`src/rtl/grom_io_pkg.sv`:
```
// Shared address map and channel state encoding for the GROM I/O controller.
package grom_io_pkg;

  localparam logic [3:0] ADDR_OUT_BASE = 4'h0;
  localparam logic [3:0] ADDR_IN_BASE  = 4'h8;
  localparam logic [3:0] ADDR_MASK     = 4'hC;
  localparam logic [3:0] ADDR_STATUS   = 4'hD;

  typedef enum logic {
    CH_IDLE = 1'b0,
    CH_ACK  = 1'b1
  } ch_state_e;

endpackage

```
`src/rtl/grom_io_in_channel.sv`:
```
// One input channel: in_valid synchroniser, 4-phase handshake FSM, holding
// register and pending flag.
module grom_io_in_channel
  import grom_io_pkg::*;
#(
  parameter int DATA_WIDTH  = 8,
  parameter int SYNC_STAGES = 2
) (
  input  logic                  clk,
  input  logic                  reset,
  input  logic [DATA_WIDTH-1:0] in_data_i,
  input  logic                  in_valid_i,
  input  logic                  clr_i,
  output logic                  ack_o,
  output logic                  pending_o,
  output logic [DATA_WIDTH-1:0] hold_o
);

  logic [SYNC_STAGES-1:0] sync_q;
  ch_state_e              state_q;
  logic                   ack_q;
  logic                   pending_q;
  logic [DATA_WIDTH-1:0]  hold_q;
  logic                   sync_valid;

  assign sync_valid = sync_q[SYNC_STAGES-1];

  always_ff @(posedge clk or negedge reset) begin
    if (!reset) begin
      sync_q    <= '0;
      state_q   <= CH_IDLE;
      ack_q     <= 1'b0;
      pending_q <= 1'b0;
      hold_q    <= '0;
    end else begin
      sync_q <= {sync_q[SYNC_STAGES-2:0], in_valid_i};
      if (clr_i) pending_q <= 1'b0;
      case (state_q)
        CH_IDLE: begin
          // A capture only happens with pending already clear, so letting it
          // override a same-edge clear never loses data.
          if (sync_valid && !pending_q) begin
            hold_q    <= in_data_i;
            pending_q <= 1'b1;
            ack_q     <= 1'b1;
            state_q   <= CH_ACK;
          end
        end
        CH_ACK: begin
          if (!sync_valid) begin
            ack_q   <= 1'b0;
            state_q <= CH_IDLE;
          end
        end
        default: state_q <= CH_IDLE;
      endcase
    end
  end

  assign ack_o     = ack_q;
  assign pending_o = pending_q;
  assign hold_o    = hold_q;

endmodule

```
`src/rtl/grom_io_controller.sv`:
```
// CPU-mapped I/O block: write-strobed output ports, handshaked input channels
// with pending/mask interrupt logic and registered read data.
module grom_io_controller
  import grom_io_pkg::*;
#(
  parameter int ADDR_WIDTH  = 12,
  parameter int DATA_WIDTH  = 8,
  parameter int NUM_OUT     = 4,
  parameter int NUM_IN      = 2,
  parameter int SYNC_STAGES = 2
) (
  input  logic                          clk,
  input  logic                          reset,
  input  logic [ADDR_WIDTH-1:0]         addr,
  input  logic [DATA_WIDTH-1:0]         data_in,
  input  logic                          we,
  input  logic                          ioreq,
  output logic [DATA_WIDTH-1:0]         rd_data,
  output logic [NUM_OUT*DATA_WIDTH-1:0] out_ports,
  output logic [NUM_OUT-1:0]            out_strobe,
  input  logic [NUM_IN*DATA_WIDTH-1:0]  in_ports,
  input  logic [NUM_IN-1:0]             in_valid,
  output logic [NUM_IN-1:0]             in_ack,
  output logic                          irq
);

  logic [3:0]                    a;
  logic                          wr;
  logic                          rd;
  logic                          unused_addr;
  logic [NUM_OUT*DATA_WIDTH-1:0] out_q, out_d;
  logic [NUM_OUT-1:0]            strobe_q, strobe_d;
  logic [NUM_IN-1:0]             mask_q, mask_d;
  logic [NUM_IN-1:0]             clr;
  logic [NUM_IN-1:0]             pending;
  logic [NUM_IN*DATA_WIDTH-1:0]  hold;
  logic [DATA_WIDTH-1:0]         rd_q, rd_d, rd_mux;
  logic                          irq_q;

  assign a           = addr[3:0];
  assign wr          = ioreq & we;
  assign rd          = ioreq & ~we;
  assign unused_addr = ^addr[ADDR_WIDTH-1:4];

  always_comb begin
    out_d    = out_q;
    strobe_d = '0;
    mask_d   = mask_q;
    clr      = '0;
    rd_mux   = '0;
    rd_d     = rd_q;
    for (int k = 0; k < NUM_OUT; k++) begin
      if (a == ADDR_OUT_BASE + 4'(k)) begin
        rd_mux = out_q[k*DATA_WIDTH +: DATA_WIDTH];
        if (wr) begin
          out_d[k*DATA_WIDTH +: DATA_WIDTH] = data_in;
          strobe_d[k]                       = 1'b1;
        end
      end
    end
    for (int i = 0; i < NUM_IN; i++) begin
      if (a == ADDR_IN_BASE + 4'(i)) begin
        rd_mux = hold[i*DATA_WIDTH +: DATA_WIDTH];
        if (rd) clr[i] = 1'b1;
      end
    end
    if (a == ADDR_MASK) begin
      rd_mux[NUM_IN-1:0] = mask_q;
      if (wr) mask_d = data_in[NUM_IN-1:0];
    end
    if (a == ADDR_STATUS) begin
      rd_mux[NUM_IN-1:0] = pending;
      if (wr) clr = clr | data_in[NUM_IN-1:0];
    end
    if (rd) rd_d = rd_mux;
  end

  always_ff @(posedge clk or negedge reset) begin
    if (!reset) begin
      out_q    <= '0;
      strobe_q <= '0;
      mask_q   <= '0;
      rd_q     <= '0;
      irq_q    <= 1'b0;
    end else begin
      out_q    <= out_d;
      strobe_q <= strobe_d;
      mask_q   <= mask_d;
      rd_q     <= rd_d;
      irq_q    <= |(pending & mask_q);
    end
  end

  for (genvar i = 0; i < NUM_IN; i++) begin : g_ch
    grom_io_in_channel #(
      .DATA_WIDTH (DATA_WIDTH),
      .SYNC_STAGES(SYNC_STAGES)
    ) u_ch (
      .clk       (clk),
      .reset     (reset),
      .in_data_i (in_ports[i*DATA_WIDTH +: DATA_WIDTH]),
      .in_valid_i(in_valid[i]),
      .clr_i     (clr[i]),
      .ack_o     (in_ack[i]),
      .pending_o (pending[i]),
      .hold_o    (hold[i*DATA_WIDTH +: DATA_WIDTH])
    );
  end

  assign out_ports  = out_q;
  assign out_strobe = strobe_q;
  assign rd_data    = rd_q;
  assign irq        = irq_q;

endmodule

```
`config.mk`:
```
export PLATFORM = sky130hd
export DESIGN_NAME = grom_io_controller
export DESIGN_NICKNAME = d
export VERILOG_FILES = /design/src/rtl/grom_io_pkg.sv /design/src/rtl/grom_io_in_channel.sv /design/src/rtl/grom_io_controller.sv
export SDC_FILE = /design/constraint.sdc
export NUM_CORES = 1
export LEC_CHECK = 0
export ABC_CLOCK_PERIOD_IN_PS = 2700
export BUFFER_PORTS_ARGS = -buffer_cell sky130_fd_sc_hd__clkbuf_2
export CORE_ASPECT_RATIO = 0.6
export CORE_MARGIN = 1
export CORE_UTILIZATION = 40
export CTS_CLUSTER_DIAMETER = 50
export DETAILED_ROUTE_END_ITERATION = 7
export HOLD_SLACK_MARGIN = 0.08
export SLEW_MARGIN = 20
export SYNTH_ARGS = -nofsm -noshare
export SYNTH_HDL_FRONTEND = slang
export SYNTH_SLANG_ARGS = --single-unit
```
`constraint.sdc`:
```
create_clock -name clk -period 2.7 [get_ports clk]
set_clock_uncertainty 0.05 [all_clocks]
set_input_delay 0.135 -clock clk [delete_from_list [all_inputs] [get_ports clk]]
set_output_delay 0.135 -clock clk [all_outputs]
set_load 0.03 [all_outputs]
```
==> results.py <==
metrics = {
    "detailed_routing": {
        "ant_nets": 0,
        "dr.pass1.iters": 4,
        "vias": 2391,
        "vias_per_cell": 5.098,
        "wl_per_cell_um": 16.54,
        "routed_wl_um": 7755,
        "drc": 0,
        "drt_iter0_markers": 149,
    },
    "sta": {
        "worst_pin_slew_ns": 0.7843,
        "rsz0062_at_grt": "false",
        "slew_headroom": 0.4723,
        "hold_viol_final": 0,
        "period_share": 0.6045,
        "fmax_ghz": 0.6127,
        "fin_crit_ns": 1.632,
        "tns_ns": 0,
        "maxSlewViolCount": 0,
        "setup_viol": 0,
    },
    "die": {
        "fp.dieArea_mm2": 0.008657,
        "dieWidth_um": 119.5,
        "io_pins": 89,
        "core-area_mm2": 0.007945,
        "row_count": 25,
        "die_y_um": 72.47,
        "start_util": 0.4167,
    },
    "clock_tree": {
        "clkTransAtPathRegs_ns": 0.05,
        "clock_sinks": 73,
        "cts_made_buffers": 9,
        "cts_tree": "built",
        "htree_levels": 3,
        "clock_latency_ns": 0.33,
        "root_buffer": "clkbuf_16",
        "cts_hold_repair.buffers": 26,
        "cts_resized": 0,
        "clock_path_buffers": 2,
        "postCtsSetupBuffers": 0,
    },
    "layout": {
        "fin_area_mm2": 0.004310,
        "drive_above_1_share": 0.4349,
        "stdcell_count": 469,
        "syn2layout_area_growth_pct": 30.20,
        "final_common_cell": "clkbuf_2",
        "antenna_cells": 0,
        "fin_nets": 398,
        "register_area_mm2": 0.001827,
        "multi_input_area_mm2": 0.001344,
        "fillCellCount": 703,
        "layout_common_cells": "clkbuf_2 (79), dfrtp_1 (73), mux2_2 (42)",
    },
    "yosys": {
        "synth_area_mm2": 0.003311,
        "yosys_warnings": 0,
        "synth-seq-cells": 73,
        "netlist_instances": 253,
        "synth.distinct_cells": 44,
        "synth-async-reset-ratio": 1.000,
        "synth_edf_count": 0,
        "ys_seq_area_frac": 0.5518,
        "avgSynthCellArea_um2": 13.09,
        "synthFlopType": "dfrtp_1",
        "syn_nets": 295,
    },
    "grt": {
        "grtUsageTotal": 0.1990,
        "gr-total-overflow": 0,
        "antenna_found_initial": 0,
        "grt_max_degree": 42,
        "grt_pass1_wl_um": 12510,
        "grt_pass1_vias": 2327,
    },
    "worst_setup_path": {
        "arrival_ns": 1.80,
        "crit_chain": "clkbuf_2 > nor2_8 > or4b_1 > mux2_4",
        "start_kind": "input pin",
        "reg2reg_to": "g_ch[1].u_ch.hold_o[0]",
        "critPathKind": "input pin to register",
        "worst-path-stages": 4,
        "reg2reg_from": "g_ch[1].u_ch.pending_o",
        "crit_path_end": "out_ports[7]",
        "crit_required_ns": 2.87,
        "reg2reg_depth": 3,
        "critPathSlowestCell": "or4b_1",
        "end_kind": "register",
        "critical_path_buf_inv_count": 1,
        "slowest_delay_ns": 0.75,
        "cp_max_fo": 17,
        "rrSetupSlack_ns": 1.17,
        "crit_start": "addr[2]",
        "critPathTopFamily": "simple AND/OR/NAND/NOR gates",
    },
    "placed_design": {
        "dpl_cell_area_mm2": 0.003775,
        "place_congestion": 0.7793,
        "io_buffers": 80,
        "dp.cells": 427,
        "dpl.hpwl_um": 5521,
    },
    "min_path": {
        "hold_class": "input pin to register",
    },
    "power_and_ir_drop": {
        "peakVddDrop_mv": 0.4687,
        "combPwrFrac": 0.265,
        "power_mw": 3.637,
        "switching_power_mw": 1.169,
        "p_leak_nw": 2.116,
        "p_seq_frac": 0.435,
        "p_int_mw": 2.467,
        "power_density_mw_per_mm2": 843.7,
        "pwr-share-clk": 0.300,
        "p_sw_frac": 0.3215,
    },
    "run": {
        "max_cap_violations": 0,
    },
    "status": {
        "outcome": "complete, no violations",
    },
}
power by group through the flow:
stage | Sequential [mW] | Clock, mW | Combinational [mW]
floorplan | 1.77 | 0 | 0.472
global placement | 1.59 | 0 | 0.925
detailed placement | 1.60 | 0 | 0.945
CTS | 1.58 | 1.13 | 0.977
global route | 1.63 | 1.17 | 1.05
finish | 1.58 | 1.09 | 0.964
layer usage:
| metal | routed length, um | vias to the layer above | track usage |
|---|---|---|---|
| li1 | - | 1133 | - |
| met1 | 3961 | 1184 | 0.2917 |
| met2 | 3213 | 64 | 0.2691 |
| met3 | 481 | 10 | 0.07154 |
| met4 | 99 | 0 | 0.06806 |
| met5 | 0 | - | 0 |
sequential cells by signal (all words and copies together) (netlist names):
signal and cells:
out_ports 32, g_ch.u_ch.hold_o 16, rd_data 8, g_ch.u_ch.sync_q 4, out_strobe 4, g_ch.u_ch.ack_o 2, g_ch.u_ch.pending_o 2, g_ch.u_ch.state_q 2
mask_q 2, irq 1
stage by stage:
step	setup WS (ns)	utilization	hold WS (ns)
after floorplan	1.240	-	-0.2106
after global placement	0.7326	0.4751	0.1929
after detailed placement	0.7171	0.4751	0.1949
after CTS	1.076	0.5425	0.08512
after global routing	0.9902	0.5425	0.1036
final	1.068	0.5425	0.08960
kinds of logic (layout without fill, tap and decap cells):
group,Yosys count,count (layout),synth area share
AO/OA/AOI/OAI,39,39,0.08164
buffers and inverters,26,134,0.04233
flip-flops,73,73,0.5518
multiplexers,57,57,0.2154
AND/OR/NAND/NOR,58,58,0.1088
final cells by class:
class | count | area share
inverters | 9 | 0.007837
flip-flops and latches | 73 | 0.4238
multi-input cells | 154 | 0.3118
clock inverters | 3 | 0.003483
well taps | 108 | 0.03135
clock buffers | 13 | 0.06038
repair buffers | 109 | 0.1614
worst reg2reg max path, delay by kind of cell (launching register included):
kind                   cells  cell delay [ns]
AND/OR/NAND/NOR            1             0.45
flip-flops                 1             0.43
multiplexers               1             0.39
buffers and inverters      1             0.09
worst min path at each step:
stage | start | end | slack (ns) | depth (start not counted)
after CTS | data_in[0] | out_ports[0] | 0.09 | 2
after global placement | reset | out_ports[27] | 0.19 | 1
after floorplan | reset | g_ch[0].u_ch.ack_o | -0.21 | 0
final | data_in[0] | out_ports[0] | 0.09 | 2
after global routing | data_in[0] | out_ports[0] | 0.10 | 2
after detailed placement | in_valid[1] | g_ch[1].u_ch.sync_q[0] | 0.19 | 1
cells in the mapped netlist, types with 2 or more instances:
| cell type | instances | share of area |
|---|---|---|
| dfrtp_1 | 73 | 0.55 |
| mux2_2 | 42 | 0.14 |
| nand2_1 | 14 | 0.016 |
| nand3_1 | 12 | 0.018 |
| o21ai_0 | 12 | 0.018 |
| inv_1 | 9 | 0.010 |
| a22oi_1 | 8 | 0.018 |
| mux2_4 | 8 | 0.036 |
| clkbuf_1 | 5 | 0.0057 |
| buf_2 | 4 | 0.0060 |
| buf_4 | 4 | 0.0091 |
| mux4_2 | 4 | 0.027 |
| nor2_1 | 4 | 0.0045 |
| nor3b_1 | 4 | 0.0091 |
| a21o_1 | 3 | 0.0068 |
| a2bb2oi_1 | 3 | 0.0079 |
| buf_6 | 3 | 0.010 |
| mux2i_1 | 3 | 0.0091 |
| nand2b_1 | 3 | 0.0057 |
| nor2b_1 | 3 | 0.0057 |
| a21boi_0 | 2 | 0.0045 |
| a21oi_1 | 2 | 0.0030 |
| and3_1 | 2 | 0.0038 |
| nand4_1 | 2 | 0.0038 |
| nand4_2 | 2 | 0.0076 |
| nor3_1 | 2 | 0.0030 |
| o31ai_1 | 2 | 0.0045 |
| o32a_1 | 2 | 0.0060 |
Note: power is estimated with default switching activity, not from simulation.
